$ cat src/rtl/ps2_frame_receiver_if.sv
// Byte-delivery bundle between the PS/2 frame receiver and the downstream character buffer.
interface ps2_frame_receiver_if;
  logic [7:0] data_out;
  logic       data_valid;
  logic       parity_error;
  logic       frame_error;
  logic       busy;

  modport master (
    output data_out, data_valid, parity_error, frame_error, busy
  );

  modport slave (
    input data_out, data_valid, parity_error, frame_error, busy
  );
endinterface

$ cat src/rtl/ps2_frame_receiver.sv
// PS/2 device-to-host receiver: synchronises and deglitches the line pair, deserialises
// 11-bit frames and emits one-cycle byte / error strobes, with a stalled-frame timeout.
module ps2_frame_receiver #(
  parameter int SYNC_STAGES    = 2,
  parameter int FILTER_LEN     = 4,
  parameter int TIMEOUT_CYCLES = 50000,
  parameter int TO_W           = 16
) (
  input  logic                   system_clk,
  input  logic                   reset,
  input  logic                   PS2_clk,
  input  logic                   PS2_data,
  ps2_frame_receiver_if.master   rx
);

  localparam int FC_W = $clog2(FILTER_LEN + 1);

  typedef enum logic [1:0] {IDLE, DATA, PARITY, STOP} state_t;

  logic [SYNC_STAGES-1:0] clk_sync;
  logic [SYNC_STAGES-1:0] data_sync;
  logic                   clk_s;
  logic                   data_s;

  logic                   filt_clk;
  logic [FC_W-1:0]        filt_cnt;
  logic                   filt_flip;
  logic                   fall_stb;
  logic                   sample;

  state_t                 state, state_n;
  logic [2:0]             bit_cnt;
  logic [7:0]             shift;
  logic                   par_bit;
  logic [TO_W-1:0]        to_cnt;
  logic                   timeout;

  logic                   valid_n;
  logic                   parity_err_n;
  logic                   frame_err_n;

  assign clk_s  = clk_sync[SYNC_STAGES-1];
  assign data_s = data_sync[SYNC_STAGES-1];

  // The filter flips once FILTER_LEN consecutive samples disagree with its current level.
  assign filt_flip = (clk_s != filt_clk) && (filt_cnt == FC_W'(FILTER_LEN - 1));

  // NOTE: sequential state uses non-blocking (<=) so every flop samples pre-edge values;
  // blocking here would make the synchroniser chain collapse into a single stage.
  always_ff @(posedge system_clk or posedge reset) begin
    if (reset) begin
      clk_sync  <= '1;
      data_sync <= '1;
      filt_clk  <= 1'b1;
      filt_cnt  <= '0;
      fall_stb  <= 1'b0;
      sample    <= 1'b1;
    end else begin
      clk_sync  <= {clk_sync[SYNC_STAGES-2:0], PS2_clk};
      data_sync <= {data_sync[SYNC_STAGES-2:0], PS2_data};
      if (clk_s == filt_clk) begin
        filt_cnt <= '0;
      end else if (filt_flip) begin
        filt_clk <= clk_s;
        filt_cnt <= '0;
      end else begin
        filt_cnt <= filt_cnt + 1'b1;
      end
      fall_stb <= filt_flip && !clk_s;
      sample   <= data_s;
    end
  end

  assign timeout = (state != IDLE) && (to_cnt == TO_W'(TIMEOUT_CYCLES));

  always_ff @(posedge system_clk or posedge reset) begin
    if (reset) state <= IDLE;
    else       state <= state_n;
  end

  // NOTE: every signal driven here gets a default first, so no path can infer a latch.
  always_comb begin
    state_n      = state;
    valid_n      = 1'b0;
    parity_err_n = 1'b0;
    frame_err_n  = 1'b0;
    if (fall_stb) begin
      case (state)
        IDLE:   if (!sample) state_n = DATA;
        DATA:   if (bit_cnt == 3'd7) state_n = PARITY;
        PARITY: state_n = STOP;
        STOP: begin
          state_n = IDLE;
          if ((^{shift, par_bit}) && sample) begin
            valid_n = 1'b1;
          end else begin
            parity_err_n = !(^{shift, par_bit});
            frame_err_n  = !sample;
          end
        end
        default: state_n = IDLE;
      endcase
    end else if (timeout) begin
      state_n     = IDLE;
      frame_err_n = 1'b1;
    end
  end

  // NOTE: the shift register is small and part of the defined reset state, so it is reset
  // like any other flop; a RAM-style buffer would be left unreset instead.
  always_ff @(posedge system_clk or posedge reset) begin
    if (reset) begin
      bit_cnt         <= '0;
      shift           <= '0;
      par_bit         <= 1'b0;
      to_cnt          <= '0;
      rx.data_out     <= '0;
      rx.data_valid   <= 1'b0;
      rx.parity_error <= 1'b0;
      rx.frame_error  <= 1'b0;
      rx.busy         <= 1'b0;
    end else begin
      if (fall_stb) begin
        case (state)
          IDLE: begin
            bit_cnt <= '0;
            shift   <= '0;
          end
          DATA: begin
            shift   <= {sample, shift[7:1]};
            bit_cnt <= bit_cnt + 1'b1;
          end
          PARITY:  par_bit <= sample;
          default: ;
        endcase
      end else if (timeout) begin
        shift <= '0;
      end

      if (state == IDLE || fall_stb) to_cnt <= '0;
      else                           to_cnt <= to_cnt + 1'b1;

      if (valid_n) rx.data_out <= shift;
      rx.data_valid   <= valid_n;
      rx.parity_error <= parity_err_n;
      rx.frame_error  <= frame_err_n;
      rx.busy         <= (state_n != IDLE);
    end
  end

endmodule

$ cat src/flat_wrapper.sv
// flat-port wrapper written by rule: the top's interface ports become plain ports
module ps2_frame_receiver_flat 
#(
  parameter int SYNC_STAGES    = 2,
  parameter int FILTER_LEN     = 4,
  parameter int TIMEOUT_CYCLES = 50000,
  parameter int TO_W           = 16
)
  (system_clk, reset, PS2_clk, PS2_data, rx_data_out, rx_data_valid, rx_parity_error, rx_frame_error, rx_busy);
  ps2_frame_receiver_if rx_i ();
  input  logic system_clk;
  input  logic reset;
  input  logic PS2_clk;
  input  logic PS2_data;
  output wire logic [$bits(rx_i.data_out)-1:0] rx_data_out;
  output wire logic [$bits(rx_i.data_valid)-1:0] rx_data_valid;
  output wire logic [$bits(rx_i.parity_error)-1:0] rx_parity_error;
  output wire logic [$bits(rx_i.frame_error)-1:0] rx_frame_error;
  output wire logic [$bits(rx_i.busy)-1:0] rx_busy;
  assign rx_data_out = rx_i.data_out;
  assign rx_data_valid = rx_i.data_valid;
  assign rx_parity_error = rx_i.parity_error;
  assign rx_frame_error = rx_i.frame_error;
  assign rx_busy = rx_i.busy;
  ps2_frame_receiver #(.SYNC_STAGES(SYNC_STAGES), .FILTER_LEN(FILTER_LEN), .TIMEOUT_CYCLES(TIMEOUT_CYCLES), .TO_W(TO_W)) u_core (.system_clk(system_clk), .reset(reset), .PS2_clk(PS2_clk), .PS2_data(PS2_data), .rx(rx_i));
endmodule
$ cat config.mk
export PLATFORM = sky130hd
export DESIGN_NAME = ps2_frame_receiver_flat
export DESIGN_NICKNAME = d
export VERILOG_FILES = /design/src/rtl/ps2_frame_receiver_if.sv /design/src/rtl/ps2_frame_receiver.sv /design/src/flat_wrapper.sv
export SDC_FILE = /design/constraint.sdc
export NUM_CORES = 1
export LEC_CHECK = 0
export ABC_AREA = 1
export ABC_CLOCK_PERIOD_IN_PS = 2500
export CAP_MARGIN = 20
export CORE_ASPECT_RATIO = 1.75
export CORE_UTILIZATION = 40
export DETAILED_ROUTE_END_ITERATION = 6
export HOLD_SLACK_MARGIN = 0.03
export PLACE_DENSITY = 0.62
export SYNTH_ARGS = -nofsm -noshare
export SYNTH_HDL_FRONTEND = slang
export SYNTH_SLANG_ARGS = --single-unit
$ cat constraint.sdc
create_clock -name system_clk -period 2.5 [get_ports system_clk]
set_clock_uncertainty 0.15 [all_clocks]
set_input_delay 0.25 -clock system_clk [delete_from_list [all_inputs] [get_ports system_clk]]
set_output_delay 0.25 -clock system_clk [all_outputs]
set_load 0.02 [all_outputs]
### Yosys cells after proc, flatten, opt, wreduce, memory -nomap -nowiden

Index checks and enable logic that the tools add are counted.
W data, S select, Z words.

* add/sub/neg operators: 3
* equality and inequality tests: 9
* mux-type cells: 22
* bitwise logic cells: 1
* reductions and logical operators: 18

Operators by type and width (count)
* $add A16 B1 Y16 const B: 1
* $eq A16 B16 Y1 const B: 1
* $mux W16: 1
* $mux W8: 2
* $pmux W8 S2: 1
* $mux W1: 10
* $reduce_xor A9 Y1: 1
* $mux W2: 4
* $pmux W2 S4: 1
* $reduce_and A2 Y1: 4
* $reduce_bool A2 Y1: 4
* $add A3 B1 Y3 const B: 2
* $mux W3: 2
* $pmux W3 S2: 1
* $eq A2 B2 Y1 const B: 2
* $logic_and A1 B1 Y1: 4
* $eq A3 B2 Y1 const B: 1
* $eq A3 B3 Y1 const B: 1
* $logic_not A1 Y1: 3
* $ne A3 B3 Y1 const B: 1
* $eq A2 B1 Y1 const B: 1
* $logic_not A2 Y1: 1
* $eq A1 B1 Y1: 1
* $logic_or A1 B1 Y1: 1
* other kinds (2): 2

* register bits after elaboration: 52
* output and inout bits: 12
* logic and storage cells: 69

### Depth between registers and ports, before layout

* depth in word-level cells: 5
* depth in mapped cells: 11
* depth with buffers taken out: 11

### Least setup slack after synthesis

No wires, ideal clock.

* path type: reg2reg
* start point: register u_core.to_cnt[0]
* end point: register u_core.to_cnt[14]
* arrival time: 1263 ps
* required time: 2228 ps
* setup slack: 965 ps
* cell stages (with the launch flop): 11
* path buffers: 0
* clock period less this slack: 1535 ps
* path through: dfrtp_1 -> ha_1 -> nand2_2 -> nor2_4 -> nand2_2 -> nor2_4 -> nand2_2 -> nor2_1 -> nand2_1 -> nand3_1 -> a21oi_1

* word-level cells in the longest chain between the ends: 2

Ends and longest elaborated chain
* start: declaration: line ps2_frame_receiver.sv:35 `logic [TO_W-1:0] to_cnt;`
* start signal: assignment: line ps2_frame_receiver.sv:141 `else to_cnt <= to_cnt + 1'b1;`
* $add A16 B1 Y16: line ps2_frame_receiver.sv:141
* $mux W16: line ps2_frame_receiver.sv:140 `if (state == IDLE || fall_stb) to_cnt <= '0;`

Every way passes these cells.
A chain may end at the register's enable or synchronous reset.

### Final worst setup path

* start point: register u_core.fall_stb
* end point: register u_core.bit_cnt[2]

* word-level cells in the longest chain between the ends: 1

Ends and longest elaborated chain
* start: declaration: line ps2_frame_receiver.sv:28 `logic fall_stb;`
* start signal: assignment: line ps2_frame_receiver.sv:69 `fall_stb <= filt_flip && !clk_s;`
* $reduce_and A2 Y1 (no line)
* end signal: assignment: line ps2_frame_receiver.sv:131 `bit_cnt <= bit_cnt + 1'b1;`
* end: declaration: line ps2_frame_receiver.sv:32 `logic [2:0] bit_cnt;`

Every way passes these cells.

==> run_summary.xml <==
<?xml version="1.0" encoding="UTF-8"?>
<metrics>
  <group name="drt">
    <metric name="drt_pass1_iterations" unit="">4</metric>
    <metric name="postRouteWirelength" unit="um">4840</metric>
    <metric name="detailroute.via_count" unit="">1921</metric>
    <metric name="post-route-drc-count" unit="">0</metric>
    <metric name="final_routed_wire_length_divided_by_cell_count" unit="um">12.1</metric>
    <metric name="drt_iter0_markers" unit="">113</metric>
    <metric name="via_per_inst" unit="">4.81</metric>
    <metric name="residual_antenna_violating_net_count_after_detailed_routing" unit="">0</metric>
  </group>
  <group name="logic_synthesis">
    <metric name="synth_area" unit="mm^2">0.00252</metric>
    <metric name="mappedNetlistNets" unit="">310</metric>
    <metric name="top_area_cell_type_share_of_the_netlist_area" unit="%">45.7</metric>
    <metric name="syn_avg_cell_area" unit="um^2">8.37</metric>
    <metric name="synth_sequential_area_ratio" unit="%">51.9</metric>
    <metric name="post_synth_inst_count" unit="">301</metric>
    <metric name="count_of_unique_library_cells_instantiated_by_yosys" unit="">30</metric>
    <metric name="synthesis.yosys.warnings" unit="">0</metric>
    <metric name="synth.ff_latch_count" unit="">52</metric>
    <metric name="yosysTopAreaCell" unit="">sky130_fd_sc_hd__dfrtp_1</metric>
    <metric name="synth_area_leaders" unit="">sky130_fd_sc_hd__dfrtp_1 46%, sky130_fd_sc_hd__nand2_1 13%, sky130_fd_sc_hd__dfstp_2 6.3%</metric>
  </group>
  <group name="floorplanning">
    <metric name="floorplan.initialDensity" unit="%">42.2</metric>
    <metric name="dieWidth" unit="um">62</metric>
    <metric name="dieArea" unit="mm^2">0.00663</metric>
    <metric name="site_row_count" unit="">37</metric>
    <metric name="die_h" unit="um">107</metric>
    <metric name="core_region_area" unit="mm^2">0.00597</metric>
    <metric name="ios" unit="">16</metric>
  </group>
  <group name="sta">
    <metric name="report.final.setup_viol" unit="">0</metric>
    <metric name="worst_slew_pin_tran" unit="ns">0.689</metric>
    <metric name="timing.final.max_slew_violations" unit="">0</metric>
    <metric name="post-route-min-period" unit="ns">1.97</metric>
    <metric name="setup_tns_after_final_layout" unit="ns">0</metric>
    <metric name="number_of_hold_violations_in_the_final_report" unit="">0</metric>
    <metric name="rsz0062_at_grt" unit="">no</metric>
    <metric name="achievable-frequency" unit="GHz">0.507</metric>
    <metric name="finalCritPeriodShare" unit="%">78.9</metric>
    <metric name="relSlewSlack" unit="%">53.9</metric>
  </group>
  <group name="pwr">
    <metric name="combinationalPowerShare" unit="%">15.8</metric>
    <metric name="p_sw" unit="uW">504</metric>
    <metric name="leakage" unit="uW">0.00135</metric>
    <metric name="ir_drop" unit="V">0.000434</metric>
    <metric name="fraction_of_power_spent_switching_nets" unit="%">27.7</metric>
    <metric name="totalPowerFinal" unit="uW">1820</metric>
    <metric name="power.share.clock" unit="%">31.0</metric>
    <metric name="intPower" unit="uW">1310</metric>
    <metric name="seq_power_share" unit="%">53.2</metric>
    <metric name="power_per_cell_area" unit="mW/mm^2">635</metric>
  </group>
  <group name="cells_and_area">
    <metric name="drive_above_1_share" unit="%">10.3</metric>
    <metric name="multiInputGateArea" unit="mm^2">0.00104</metric>
    <metric name="antenna_cells_inserted" unit="">0</metric>
    <metric name="finalNetCount" unit="">329</metric>
    <metric name="fillcell_total" unit="">562</metric>
    <metric name="seqCellArea" unit="mm^2">0.00131</metric>
    <metric name="area_delta_synth_final" unit="%">13.7</metric>
  </group>
  <group name="worst_setup_path">
    <metric name="critical_path.reg2reg.startpoint" unit="">u_core.fall_stb$_DFF_PP0_</metric>
    <metric name="r2r_setup_slack" unit="ns">0.53</metric>
    <metric name="worstSetupPathType" unit="">flip-flop to flip-flop</metric>
    <metric name="critPathArrivalTime" unit="ns">2.07</metric>
    <metric name="worst_r2r_endpoint" unit="">u_core.bit_cnt[2]$_DFFE_PP0P_</metric>
    <metric name="reg2reg_depth" unit="">5</metric>
    <metric name="critPathMaxFanout" unit="">11</metric>
    <metric name="critical_path_required" unit="ns">2.60</metric>
    <metric name="setup.worst_path.end_class" unit="">flip-flop</metric>
    <metric name="setup.worst_path.start_class" unit="">flip-flop</metric>
  </group>
  <group name="clocking">
    <metric name="cts.sinks" unit="">52</metric>
    <metric name="post-cts-setup-buffers" unit="">0</metric>
    <metric name="tritoncts.num_buffers" unit="">5</metric>
    <metric name="number_of_gates_given_a_new_drive_strength_after_cts" unit="">0</metric>
    <metric name="worstSkewPairLatency" unit="ns">0.31</metric>
    <metric name="root_buffer" unit="">sky130_fd_sc_hd__clkbuf_8</metric>
    <metric name="cts.path.max_buffers" unit="">2</metric>
    <metric name="postCtsHoldBufs" unit="">0</metric>
    <metric name="htree_num_levels" unit="">2</metric>
    <metric name="clkSlewWorstSetupHoldPaths" unit="ns">0.09</metric>
    <metric name="cts_tree" unit="">built</metric>
  </group>
  <group name="global_route">
    <metric name="grt_antenna_before_repair" unit="">0</metric>
    <metric name="gr-usage-all-layers" unit="%">17.0</metric>
    <metric name="grt_pass1_wl" unit="um">8240</metric>
    <metric name="pin_count_of_the_biggest_net_entering_global_routing" unit="">53</metric>
    <metric name="grt_pass1_vias" unit="">1862</metric>
    <metric name="gr-total-overflow" unit="">0</metric>
  </group>
  <group name="place">
    <metric name="port_buffers" unit="">15</metric>
    <metric name="hpwlAfterDp" unit="um">3610</metric>
    <metric name="routabilityCongestion" unit="">0.810</metric>
  </group>
  <group name="job">
    <metric name="maxCapViolations" unit="">0</metric>
  </group>
  <group name="worst_hold_path">
    <metric name="hold_path_end" unit="">u_core.clk_sync[0]$_DFF_PP1_</metric>
    <metric name="worstHoldPathType" unit="">input port to flip-flop</metric>
    <metric name="hp-start" unit="">PS2_clk</metric>
    <metric name="holdPathStages" unit="">1</metric>
  </group>
  <group name="run_status">
    <metric name="outcome" unit="">finished, final reports clean</metric>
  </group>
</metrics>
## area by class of cell
type                    count  area share (%)
repair buffers             17            5.76
clock inverters             2            1.22
well taps                  78            3.41
inverters                  38            4.98
multi-input cells         206            36.4
flip-flops and latches     52            45.7
clock buffers               6            2.53
## routing by layer
metal	share of wire [%]	GRT usage (%)	vias up
li1	-	-	984
met1	39	18.1	895
met2	56	30.0	28
met3	1.7	3.26	14
met4	3.2	8.57	0
met5	0	0	-
## cell families after synthesis
logic type	synth area share, %
flip-flops	51.9
XOR/XNOR	1.74
buffers and inverters	6.65
AND/OR/NAND/NOR	32.8
AO/OA/AOI/OAI	4.42
adder cells (fa/ha/maj)	2.48
## cell usage in the layout (no fill, tap or decap)
master,count
sky130_fd_sc_hd__a211oi_1,1
sky130_fd_sc_hd__xnor2_1,1
sky130_fd_sc_hd__nor3_2,1
sky130_fd_sc_hd__a21oi_1,4
sky130_fd_sc_hd__clkbuf_1,1
sky130_fd_sc_hd__clkbuf_8,5
sky130_fd_sc_hd__xor2_1,4
sky130_fd_sc_hd__o21bai_1,1
sky130_fd_sc_hd__dfstp_2,6
sky130_fd_sc_hd__nor2_1,27
sky130_fd_sc_hd__o21ai_0,4
sky130_fd_sc_hd__o21ba_2,1
sky130_fd_sc_hd__nor4_1,5
sky130_fd_sc_hd__nand2_1,87
sky130_fd_sc_hd__ha_1,5
sky130_fd_sc_hd__nand4_1,2
sky130_fd_sc_hd__buf_4,2
sky130_fd_sc_hd__o21ai_1,1
sky130_fd_sc_hd__nand3_2,1
sky130_fd_sc_hd__inv_1,37
sky130_fd_sc_hd__bufinv_16,1
sky130_fd_sc_hd__o221ai_1,1
sky130_fd_sc_hd__inv_2,1
sky130_fd_sc_hd__nor2_2,5
sky130_fd_sc_hd__clkinv_2,1
sky130_fd_sc_hd__a22o_1,2
sky130_fd_sc_hd__dfrtp_1,46
sky130_fd_sc_hd__and2_1,2
sky130_fd_sc_hd__nor3b_1,3
sky130_fd_sc_hd__nand3_4,1
sky130_fd_sc_hd__nor3_1,8
sky130_fd_sc_hd__nand2_2,5
sky130_fd_sc_hd__nor2_4,3
sky130_fd_sc_hd__o21a_1,2
sky130_fd_sc_hd__nand3_1,29
sky130_fd_sc_hd__clkdlybuf4s50_1,15
## registers in the layout, indices dropped and copies added (netlist names)
name and cells:
u_core.bit_cnt 3, u_core.clk_sync 2, u_core.data_sync 2, u_core.fall_stb 1, u_core.filt_clk 1, u_core.filt_cnt 3
u_core.par_bit 1, u_core.rx.busy 1, u_core.rx.data_out 8, u_core.rx.data_valid 1, u_core.rx.frame_error 1, u_core.rx.parity_error 1
u_core.sample 1, u_core.shift 8, u_core.state 2, u_core.to_cnt 16
## Yosys cell counts
cell type                  count
sky130_fd_sc_hd__nor2_1       27
sky130_fd_sc_hd__nand3_4       1
sky130_fd_sc_hd__nand3_1      29
sky130_fd_sc_hd__inv_1        38
sky130_fd_sc_hd__nand3_2       1
sky130_fd_sc_hd__nor3_2        1
sky130_fd_sc_hd__o21a_1        2
sky130_fd_sc_hd__nor2_2        5
sky130_fd_sc_hd__xnor2_1       1
sky130_fd_sc_hd__o21bai_1      1
sky130_fd_sc_hd__o21ai_1       1
sky130_fd_sc_hd__a211oi_1      1
sky130_fd_sc_hd__nor3b_1       3
sky130_fd_sc_hd__dfrtp_1      46
sky130_fd_sc_hd__ha_1          5
sky130_fd_sc_hd__xor2_1        4
sky130_fd_sc_hd__dfstp_2       6
sky130_fd_sc_hd__a21oi_1       4
sky130_fd_sc_hd__buf_2         5
sky130_fd_sc_hd__o221ai_1      1
sky130_fd_sc_hd__nor2_4        3
sky130_fd_sc_hd__nor4_1        5
sky130_fd_sc_hd__nand2_2       5
sky130_fd_sc_hd__nor3_1        8
sky130_fd_sc_hd__a22o_1        2
sky130_fd_sc_hd__o21ba_2       1
sky130_fd_sc_hd__nand4_1       2
sky130_fd_sc_hd__and2_1        2
sky130_fd_sc_hd__nand2_1      87
sky130_fd_sc_hd__o21ai_0       4
## power groups by stage
stage / clock network [uW] / logic [uW] / registers, uW
after floorplan: 0 / 205 / 978
after global placement: 0 / 290 / 982
after detailed placement: 0 / 293 / 985
after CTS: 589 / 294 / 969
after global routing: 619 / 330 / 976
final: 564 / 287 / 968
## critical path, stage by stage, from the launching register on
cell and delay (ns):
sky130_fd_sc_hd__dfrtp_1 0.46, sky130_fd_sc_hd__inv_1 0.15, sky130_fd_sc_hd__nor2_1 0.17, sky130_fd_sc_hd__inv_1 0.18
sky130_fd_sc_hd__nor2_1 0.58, sky130_fd_sc_hd__a22o_1 0.23
## metrics by stage
stage / hold slack [ns] / utilization (%) / cells / area (um^2) / setup slack (ns)
5_1_grt: 0.169 / 48.0 / 399 / 2870 / 0.318
3_5_place_dp: 0.199 / 46.2 / 391 / 2760 / 0.520
3_3_place_gp: 0.196 / 46.2 / 391 / 2760 / 0.558
4_1_cts: 0.176 / 48.0 / 399 / 2870 / 0.493
2_1_floorplan: 0.104 / - / 301 / 2520 / 0.852
6_report: 0.188 / 48.0 / 399 / 2870 / 0.527
## how the worst max path moves through the flow
stage,startpoint,endpoint,slack (ns)
finish,u_core.fall_stb$_DFF_PP0_,u_core.bit_cnt[2]$_DFFE_PP0P_,0.53
global route,u_core.fall_stb$_DFF_PP0_,u_core.shift[4]$_DFFE_PP0P_,0.32
CTS,u_core.fall_stb$_DFF_PP0_,u_core.bit_cnt[2]$_DFFE_PP0P_,0.49
detailed placement,u_core.fall_stb$_DFF_PP0_,u_core.bit_cnt[2]$_DFFE_PP0P_,0.52
global placement,u_core.fall_stb$_DFF_PP0_,u_core.bit_cnt[1]$_DFFE_PP0P_,0.56
floorplan,reset,u_core.bit_cnt[0]$_DFFE_PP0P_,0.85
(Power assumes the default switching activity.)
